`src/rtl/thermostat_ctrl.sv`:
```
// rtl/thermostat_ctrl.sv - multi-zone heat/cool thermostat FSM with minimum run and fan overrun
module thermostat_ctrl #(
    parameter int NZONES   = 4,
    parameter int MIN_RUN  = 8,
    parameter int FAN_HOLD = 4
) (
    input  logic              clk,
    input  logic              reset,
    input  logic              mode,
    input  logic [NZONES-1:0] too_cold,
    input  logic [NZONES-1:0] too_hot,
    input  logic              fan_on,
    output logic              heater,
    output logic              aircon,
    output logic              fan,
    output logic [NZONES-1:0] damper,
    output logic [1:0]        state
);

    localparam int MAXV = (MIN_RUN > FAN_HOLD) ? MIN_RUN : FAN_HOLD;
    localparam int CW   = (MAXV > 1) ? $clog2(MAXV) : 1;
    localparam logic [CW-1:0] RUN_LOAD  = CW'(MIN_RUN - 1);
    localparam logic [CW-1:0] HOLD_LOAD = CW'(FAN_HOLD - 1);

    typedef enum logic [1:0] {
        IDLE    = 2'd0,
        HEAT    = 2'd1,
        COOL    = 2'd2,
        FANHOLD = 2'd3
    } state_t;

    state_t        cur;
    logic [CW-1:0] cnt;
    logic          demand_heat;
    logic          demand_cool;

    assign demand_heat = mode & (|too_cold);
    assign demand_cool = ~mode & (|too_hot);

    // heater/aircon are registered alongside the state so they change on the same edge
    always_ff @(posedge clk) begin
        if (reset) begin
            cur    <= IDLE;
            cnt    <= '0;
            heater <= 1'b0;
            aircon <= 1'b0;
        end else begin
            case (cur)
                IDLE: begin
                    if (demand_heat) begin
                        cur    <= HEAT;
                        cnt    <= RUN_LOAD;
                        heater <= 1'b1;
                    end else if (demand_cool) begin
                        cur    <= COOL;
                        cnt    <= RUN_LOAD;
                        aircon <= 1'b1;
                    end
                end
                HEAT: begin
                    if (cnt != '0) begin
                        cnt <= cnt - 1'b1;
                    end else if (!demand_heat) begin
                        cur    <= FANHOLD;
                        cnt    <= HOLD_LOAD;
                        heater <= 1'b0;
                    end
                end
                COOL: begin
                    if (cnt != '0) begin
                        cnt <= cnt - 1'b1;
                    end else if (!demand_cool) begin
                        cur    <= FANHOLD;
                        cnt    <= HOLD_LOAD;
                        aircon <= 1'b0;
                    end
                end
                FANHOLD: begin
                    if (demand_heat) begin
                        cur    <= HEAT;
                        cnt    <= RUN_LOAD;
                        heater <= 1'b1;
                    end else if (demand_cool) begin
                        cur    <= COOL;
                        cnt    <= RUN_LOAD;
                        aircon <= 1'b1;
                    end else if (cnt != '0) begin
                        cnt <= cnt - 1'b1;
                    end else begin
                        cur <= IDLE;
                    end
                end
                default: begin
                    cur    <= IDLE;
                    cnt    <= '0;
                    heater <= 1'b0;
                    aircon <= 1'b0;
                end
            endcase
        end
    end

    assign state = cur;
    assign fan   = (cur != IDLE) | fan_on;

    always_comb begin
        damper = '0;
        case (cur)
            HEAT:    damper = too_cold;
            COOL:    damper = too_hot;
            FANHOLD: damper = '1;
            default: damper = '0;
        endcase
    end

endmodule

```
`config.mk`:
```
export PLATFORM = sky130hd
export DESIGN_NAME = thermostat_ctrl
export DESIGN_NICKNAME = d
export VERILOG_FILES = /design/src/rtl/thermostat_ctrl.sv
export SDC_FILE = /design/constraint.sdc
export NUM_CORES = 1
export LEC_CHECK = 0
export BUFFER_PORTS_ARGS = -buffer_cell sky130_fd_sc_hd__buf_2
export CORE_UTILIZATION = 40
export DETAILED_ROUTE_END_ITERATION = 6
export MAX_ROUTING_LAYER = met4
export SETUP_SLACK_MARGIN = 0.1
export SYNTH_ARGS = -nofsm -noshare
export SYNTH_HDL_FRONTEND = slang
export SYNTH_SLANG_ARGS = --single-unit
export TNS_END_PERCENT = 10
```
`constraint.sdc`:
```
create_clock -name clk -period 5.82 [get_ports clk]
set_input_delay 1.746 -clock clk [delete_from_list [all_inputs] [get_ports clk]]
set_output_delay 1.746 -clock clk [all_outputs]
set_load 0.01 [all_outputs]
```
======== Word level (Yosys, flattened, before mapping) ========
Index checks and enable logic that the tools add are counted.
word-level totals
  register bits after elaboration ......... 7
  input port bits ......................... 12
  output and inout bits ................... 9
  word-level logic and storage cells ...... 66
operators by class
  add/subtract/negate cells ............... 1
  eq/ne operators ......................... 15
  muxes and demuxes ....................... 30
  bitwise operators ....................... 4
  reduce and logical (&&, ||, !) cells .... 12
operators with widths
  cell                   number
  $mux W3                9
  $mux W2                9
  $pmux W3 S4            1
  $pmux W4 S3            1
  $ne A2 B2 Y1 const B   5
  $ne A3 B3 Y1 const B   3
  $ne A4 B4 Y1 const B   2
  $pmux W2 S4            1
  $reduce_and A4 Y1      2
  $reduce_or A4 Y1       2
  $mux W1                7
  $reduce_and A6 Y1      1
  $reduce_bool A2 Y1     3
  $reduce_and A5 Y1      1
  $eq A2 B2 Y1 const B   2
  $ne A2 B1 Y1 const B   2
  $pmux W1 S2            2
  $reduce_bool A3 Y1     1
  $sub A3 B1 Y3 const B  1
  $and A1 B1 Y1          2
  $eq A2 B1 Y1 const B   1
  $logic_not A2 Y1       1
  $reduce_or A2 Y1       1
  $not A1 Y1             1
  $or A1 B1 Y1           1

======== Logic depth before layout (Yosys ltp) ========
Gate-level depths: netlist of the first run.
  depth in word-level cells ............... 5
  depth in mapped cells ................... 7
  depth with buffers taken out ............ 7

======== Least setup slack after synthesis of the first run ========
Ideal clock, no wire load.
  path kind ............................... input port to output port
  start ................................... input too_hot[0]
  end ..................................... output damper[0]
  arrival time ............................ 2.109 ns
  data required time ...................... 4.074 ns
  setup slack ............................. 1.965 ns
  stages on the path ...................... 2
  path buffers ............................ 0
  path through ............................ a221oi_1 nor2_1
on the way
  word-level cells in the longest chain between the ends .. 1
RTL lines
  what         line  text
  from (decl)  11    input logic [NZONES-1:0] too_hot,
  $pmux W4 S3  108   case (cur)
  to (decl)    16    output logic [NZONES-1:0] damper,
No other way between the ends.

======== Final worst setup path of the first run ========
  start ................................... input too_cold[3]
  end ..................................... output damper[3]
on the way
  word-level cells in the longest chain between the ends .. 1
RTL lines
  what         line  text
  from (decl)  10    input logic [NZONES-1:0] too_cold,
  $pmux W4 S3  108
No other way between the ends.

==> results of run 1 <==
==> per-layer routing <==
layer  vias to the layer above  share of wire (%)  track usage (%)
met4                         0                1.2             3.03
met2                        32                 42             30.4
met1                       331                 49             25.5
li1                        376                  -                -
met5                         -                  0                -
met3                         4                7.4             8.33
==> cell type report <==
type | instances | area, um^2 | area share (%)
repair buffers | 20 | 100 | 12.3
inverters | 8 | 30.0 | 3.68
clock inverters | 1 | 5.00 | 0.613
clock buffers | 3 | 22.5 | 2.76
flip-flops and latches | 7 | 140 | 17.2
multi-input cells | 68 | 498 | 61.0
well taps | 16 | 20.0 | 2.45
==> Yosys cell counts (3+ instances only) <==
master | number | area share [%]
a221oi_1 | 5 | 6.2
a21oi_1 | 7 | 5.0
dfxtp_1 | 7 | 20
nand2b_1 | 3 | 2.7
o21ai_0 | 5 | 3.6
a211oi_1 | 4 | 4.3
o22ai_1 | 3 | 2.7
nand2_1 | 3 | 1.6
nor2_1 | 9 | 4.8
ha_1 | 8 | 14
inv_1 | 8 | 4.3
==> sequential cells by signal, summed over array words and instances (netlist names) <==
| name | count |
|---|---|
| aircon | 1 |
| cnt | 3 |
| heater | 1 |
| state | 2 |
==> cells by family (layout without fill, tap and decap cells) <==
kind of cell	after synthesis	after routing
AO/OA/AOI/OAI	36	36
AND/OR/NAND/NOR	24	24
buffers and inverters	12	32
adder cells (fa/ha/maj)	8	8
flip-flops	7	7
==> cell usage in the layout, fill, tap and decap left out <==
cell / n
nor3_1: 1
o41ai_1: 1
a221oi_1: 5
o21ai_2: 1
o311a_1: 1
clkbuf_4: 3
o21ai_0: 5
a21o_1: 1
buf_2: 20
or4_4: 1
nand3_1: 1
a31oi_1: 1
inv_1: 8
nand2b_1: 3
clkinv_2: 1
ha_1: 8
nand4_1: 1
a2111oi_0: 2
o211ai_1: 1
and2_1: 1
a32oi_1: 1
a21oi_1: 7
nor2b_1: 2
a211oi_1: 4
dfxtp_1: 7
nand2_1: 3
o41a_1: 1
o22ai_1: 3
nor4_1: 2
o41ai_4: 1
o2bb2ai_1: 1
nor2_1: 9
==> tightest hold or removal path: stages, from the launching register on <==
cell      delay [ns]
dfxtp_1         0.31
nand2_1         0.05
a211oi_1        0.05
==> metrics by stage <==
stage | worst slack (ns) | power [mW] | area (um^2) | util [%] | hold slack, ns
after floorplan | 1.96 | 0.307 | 701 | - | 0.459
after global placement | 1.71 | 0.372 | 788 | 50.0 | 0.461
after detailed placement | 1.68 | 0.374 | 788 | 50.0 | 0.472
after CTS | 1.68 | 0.422 | 816 | 51.7 | 0.479
after global routing | 1.61 | 0.465 | 816 | 51.7 | 0.508
final | 1.68 | 0.424 | 816 | 51.7 | 0.470
==> power by group through the flow <==
stage,registers (mW),logic (mW),clock network [mW]
3_3_place_gp,0.0887,0.284,0
6_report,0.0884,0.290,0.0459
3_5_place_dp,0.0894,0.285,0
2_1_floorplan,0.0921,0.215,0
4_1_cts,0.0883,0.287,0.0468
5_1_grt,0.0919,0.322,0.0516
==> final timing paths <==
| check | from | endpoint | slack, ns | cells after the start |
|---|---|---|---|---|
| min | heater | heater | 0.47 | 2 |
| max | too_cold[3] | damper[3] | 1.68 | 4 |
| min reg2reg | heater | heater | 0.47 | 2 |
| max reg2reg | state[0] | cnt[0] | 3.85 | 6 |
==> impl_results.md, run 1 <==
* Status: complete, but fails checks
* Failing checks: DRC
* Non-filler instance count after layout at roughly 120
* CTS sink cnt at 7
* Power share of the sequential group at a little over a fifth
* Site Rows at 14
* Hold WC Path Type: flop to flop
* Worst setup EP type: primary output
* Relative slew slack at 70.7%
* Clock Root Buffer: clkbuf_4
* Port Buffers at 20
* I/O Pins at 21
* Reg clk slew, reported paths at 0.05 ns
* Fill cells at approximately 160
* Syn Nets at around 110
* Max Freq at between 200 and 250 MHz
* HPWL after DPL at approximately 1300 um
* Simple-Gate Fraction of Synth Area at between 15 and 20%
* Max Cap Violations at 0
* Top FF cell, synth: dfxtp_1
* Measured slew at the worst slew-check pin at around 0.43 ns
* DIE AREA at between 1500 and 2000 um^2
* Bufs and invs on worst path at 2
* Largest net degree at the start of global routing at 15
* Die Y at around 44 um
* Final setup TNS at 0 ns
* Vias at approximately 740
* Psw at about 0.21 mW
* Fin. max-slew vios at 0
* Clk Latency, worst-skew pair at around 0.26 ns
* Crit Path Max Fanout at 4
* Crit-path slowest cell: a221oi_1
* Crit path cell chain: buf_2 > a221oi_1 > nor2_1 > buf_2
* Crit start category: input pin
* P per Cell Area at 520 nW/um^2
* Gr usage total at 20.1%
* Post-CTS Resized at 0
* Clk_skew at roughly 0.0092 ns
* Tcrit/Tclk final at 71.1%
* First-pass GRT wire length at around 2800 um
* Drt wl/cell at about 14 um
* Cell family with most CP delay: buffers and inverters
* Syn Area/Cell at between 8 and 9 um^2
* CTS Buf Count at 3
* Static leakage at ~0.37 nW
* Initial antenna violation count at 0
* Via density at 6.04
* RSZ-0062 raised after global routing: no
* ANT cells at 0
* Switching portion of total power at about half
* Antenna Nets Post-Route at 0
* Drc violations at 1
* Synth unique cells at 33
* # hold bufs at CTS at 0
* Total core area at 1580 um^2
* Most frequent CP cell: buf_2
* Final setup vio count at 0
* Critical path class: input pin to primary output
* Synth Area in Compound Gates at between 30% and 40%
* # nets final at about 130
* CP required at about 4 ns
* Vias in the first global route at approximately 660
* Die Wd at roughly 44 um
* Multiplexer share of the synthesized area at 0%
* Clock power share at 10.8%
* # Post-CTS Setup Buffers at 0
* Drt total wl at between 1500 and 2000 um
* Hold Vio Cnt, Final at 0
* Pint at 0.213 mW
* H-tree levels at 1
* Data arrival, critical path at approximately 2.4 ns
* Adder-Cell Fraction of Synth Area at between 10% and 20%
* Sequential area share after synthesis at about a fifth
* Ys async rst share at 0%
* Area grow syn2layout at 16.4%
* Post-Syn Area at approximately 700 um^2
* Placer congestion estimate at slightly below 0.8
* Max incr delay on CP at a little under 0.3 ns
* Worst vdd ir at roughly 0.27 mV
* GR Overflow Total at 0
* Gate power share at around 68%
* #FFs+latches synth at 7
* Cell count after synthesis at 87
* Final min period at just over 4 ns
* Yosys warns at 0
* Post-synth EDFFs at 0
* Starting DRT DRC Count at 23
* Clk buf depth at 2
* Dpl cells at 119
* CTS tree: built
* Layout cells sized above 1 at ~25%
* Starting Density at 44.4%
* Largest family of logic cells by synthesized area: compound AO/OA/AOI/OAI gates
* Post-Synth XOR/XNOR Area at 0%
* Drt pass-1 iters at 6
No activity file was read; power rests on OpenSTA's default activity.
==> run 2, diff against run 1 <==
PLACE_DENSITY = 0.67   (was not set)
clock period = 3.8 ns   (was 5.82 ns; I/O delays follow)
==> run 2 against run 1 <==
The flow still finishes with violations (DRC); final cell count did not move; flip-flop and latch count did not move; first-iteration DRC count rose by 30%; sequential power rose by 53%; combinational power rose by 54%; clock skew fell by 0.0064 ns; non-clock buffer count did not move; largest power group unchanged.
==> impl_results.md, run 2 (synthesis results as in run 1) <==
* Status: complete, but fails checks
* Failing checks: DRC
* Via density at 6.11 (+1.1%)
* Post-CTS Resized at 0 (unchanged)
* CTS sink cnt at 7 (unchanged)
* Most frequent CP cell: buf_2
* Placed cell areas at 788 um^2 (unchanged)
* CP required at 2.66 ns (-1.41 ns)
* Clock Root Buffer: clkbuf_4
* Final setup TNS at 0 ns (unchanged)
* I/O Pins at 21 (unchanged)
* Gr usage total at 22.3% (+2.2 points)
* Drt pass-1 iters at 6 (unchanged)
* Initial antenna violation count at 0 (unchanged)
* Clk_skew at 0.00278 ns (-0.00640 ns)
* Worst setup EP type: primary output
* Design area at 815 um^2 (-0.15%)
* Static leakage at 0.364 nW (-0.74%)
* Final min period at slightly below 3 ns
* Crit-path slowest cell: a221oi_1
* Max incr delay on CP at 0.34 ns (+0.05 ns)
* First-pass GRT wire length at 2990 um (+6.9%)
* RSZ-0062 raised after global routing: no
* GR Overflow Total at 0 (unchanged)
* Commonest non-fill, non-tap cell in the layout: buf_2
* Crit start category: input pin
* Starting DRT DRC Count at 30 (+30%)
* Drt total wl at 1840 um (+5.9%)
* Drc violations at 3 (+2)
* Largest net degree at the start of global routing at 15 (unchanged)
* Worst vdd ir at 0.359 mV (+31%)
* Clk buf depth at 2 (unchanged)
* Area grow syn2layout at 16.2%
* Max Freq at around 340 MHz
* CTS Buf Count at 3 (unchanged)
* # nets final at 128 (unchanged)
* Antenna Nets Post-Route at 0 (unchanged)
* Fin. max-slew vios at 0 (unchanged)
* DIE AREA at 1920 um^2 (unchanged)
* Starting Density at 44.4% (unchanged)
* Most frequent cells in the layout: 20 x buf_2, 9 x nor2_1, 8 x inv_1, 8 x ha_1
* CTS tree: built
* Site Rows at 14 (unchanged)
* Vias at 751 (+1.1%)
* ANT cells at 0 (unchanged)
* Clk Latency, worst-skew pair at 0.26 ns (about the same)
* Max Cap Violations at 0 (unchanged)
* Cell family with most CP delay: compound AO/OA/AOI/OAI gates
* Hold WC Path Type: flop to flop
* Total core area at 1580 um^2 (unchanged)
* Max reg flops at 3 (unchanged)
* Critical path class: input pin to primary output
* Final setup vio count at 0 (unchanged)
* H-tree levels at 1 (unchanged)
* Vias in the first global route at 658 (+0.46%)
* P per Cell Area at 803 nW/um^2 (+54%)
* Die Wd at 43.9 um (unchanged)
* Bufs and invs on worst path at 2 (unchanged)
* Crit path cell chain: buf_2 > a221oi_1 > nor2_1 > buf_2
* Measured slew at the worst slew-check pin at 0.480 ns (+0.0510 ns)
* Flop-to-flop setup slack at 1.91 ns (-1.94 ns)
* Hold Vio Cnt, Final at 0 (unchanged)
* Crit Path Max Fanout at 3 (-1)
* Tcrit/Tclk final at slightly below 80%
* HPWL after DPL at 1310 um (-2.0%)
* Largest Register: cnt
* Layout cells sized above 1 at 24.3% (-0.93 points)
* Data arrival, critical path at 1.81 ns (-0.58 ns)
* # hold bufs at CTS at 0 (unchanged)
* Reg clk slew, reported paths at 0.06 ns (about the same)
* Die Y at 43.9 um (unchanged)
* Drt wl/cell at 14.9 um (+5.9%)
* # Post-CTS Setup Buffers at 0 (unchanged)
* Placer congestion estimate at 0.838 (+5.7%)
* Relative slew slack at 67.7% (-3.0 points)
* Port Buffers at 20 (unchanged)
==> run 2: path summary, 6_finish.rpt <==
path	cells past startpoint	from	end
worst min-delay path	2	heater	heater
worst max-delay path	4	too_hot[1]	damper[1]
worst min register to register	2	heater	heater
worst max register to register	6	state[0]	cnt[1]
==> run 2: final cells by class <==
cell class              count  area (um^2)
flip-flops and latches      7          140
inverters                   8         30.0
well taps                  16         20.0
multi-input cells          68          498
repair buffers             20          100
fillers                   156          762
clock buffers               4         26.3
==> run 2: routing by layer <==
| layer | wire length, um | vias up | track usage [%] |
|---|---|---|---|
| met5 | 0 | - | - |
| met4 | 31 | 0 | 9.09 |
| met3 | 122 | 5 | 4.17 |
| met2 | 836 | 34 | 34.6 |
| met1 | 847 | 338 | 28.3 |
| li1 | - | 374 | - |
==> run 2: per-stage QoR <==
stage                     instances  utilization [%]  setup WS [ns]  power, mW  hold WS (ns)
after floorplan                  87                -           1.05      0.471         0.459
after global placement          119             50.0          0.902      0.564         0.466
after detailed placement        119             50.0          0.854      0.571         0.477
after CTS                       123             51.7          0.854      0.651         0.485
after global routing            123             51.7          0.787      0.722         0.531
final                           123             51.7          0.848      0.654         0.480
==> run 2: tightest hold or removal path: cells and delay by family (launching register included) <==
kind / cells / cell delay (ns)
flops: 1 / 0.32
simple gates: 1 / 0.06
compound gates: 1 / 0.06
==> run 2: power by group <==
group          total (mW)  internal (mW)  switching [mW]  leakage (nW)
Clock              0.0737         0.0405          0.0333        0.0150
Combinational       0.446          0.179           0.267         0.291
Sequential          0.135          0.108          0.0263        0.0583
Total               0.654          0.327           0.327         0.364
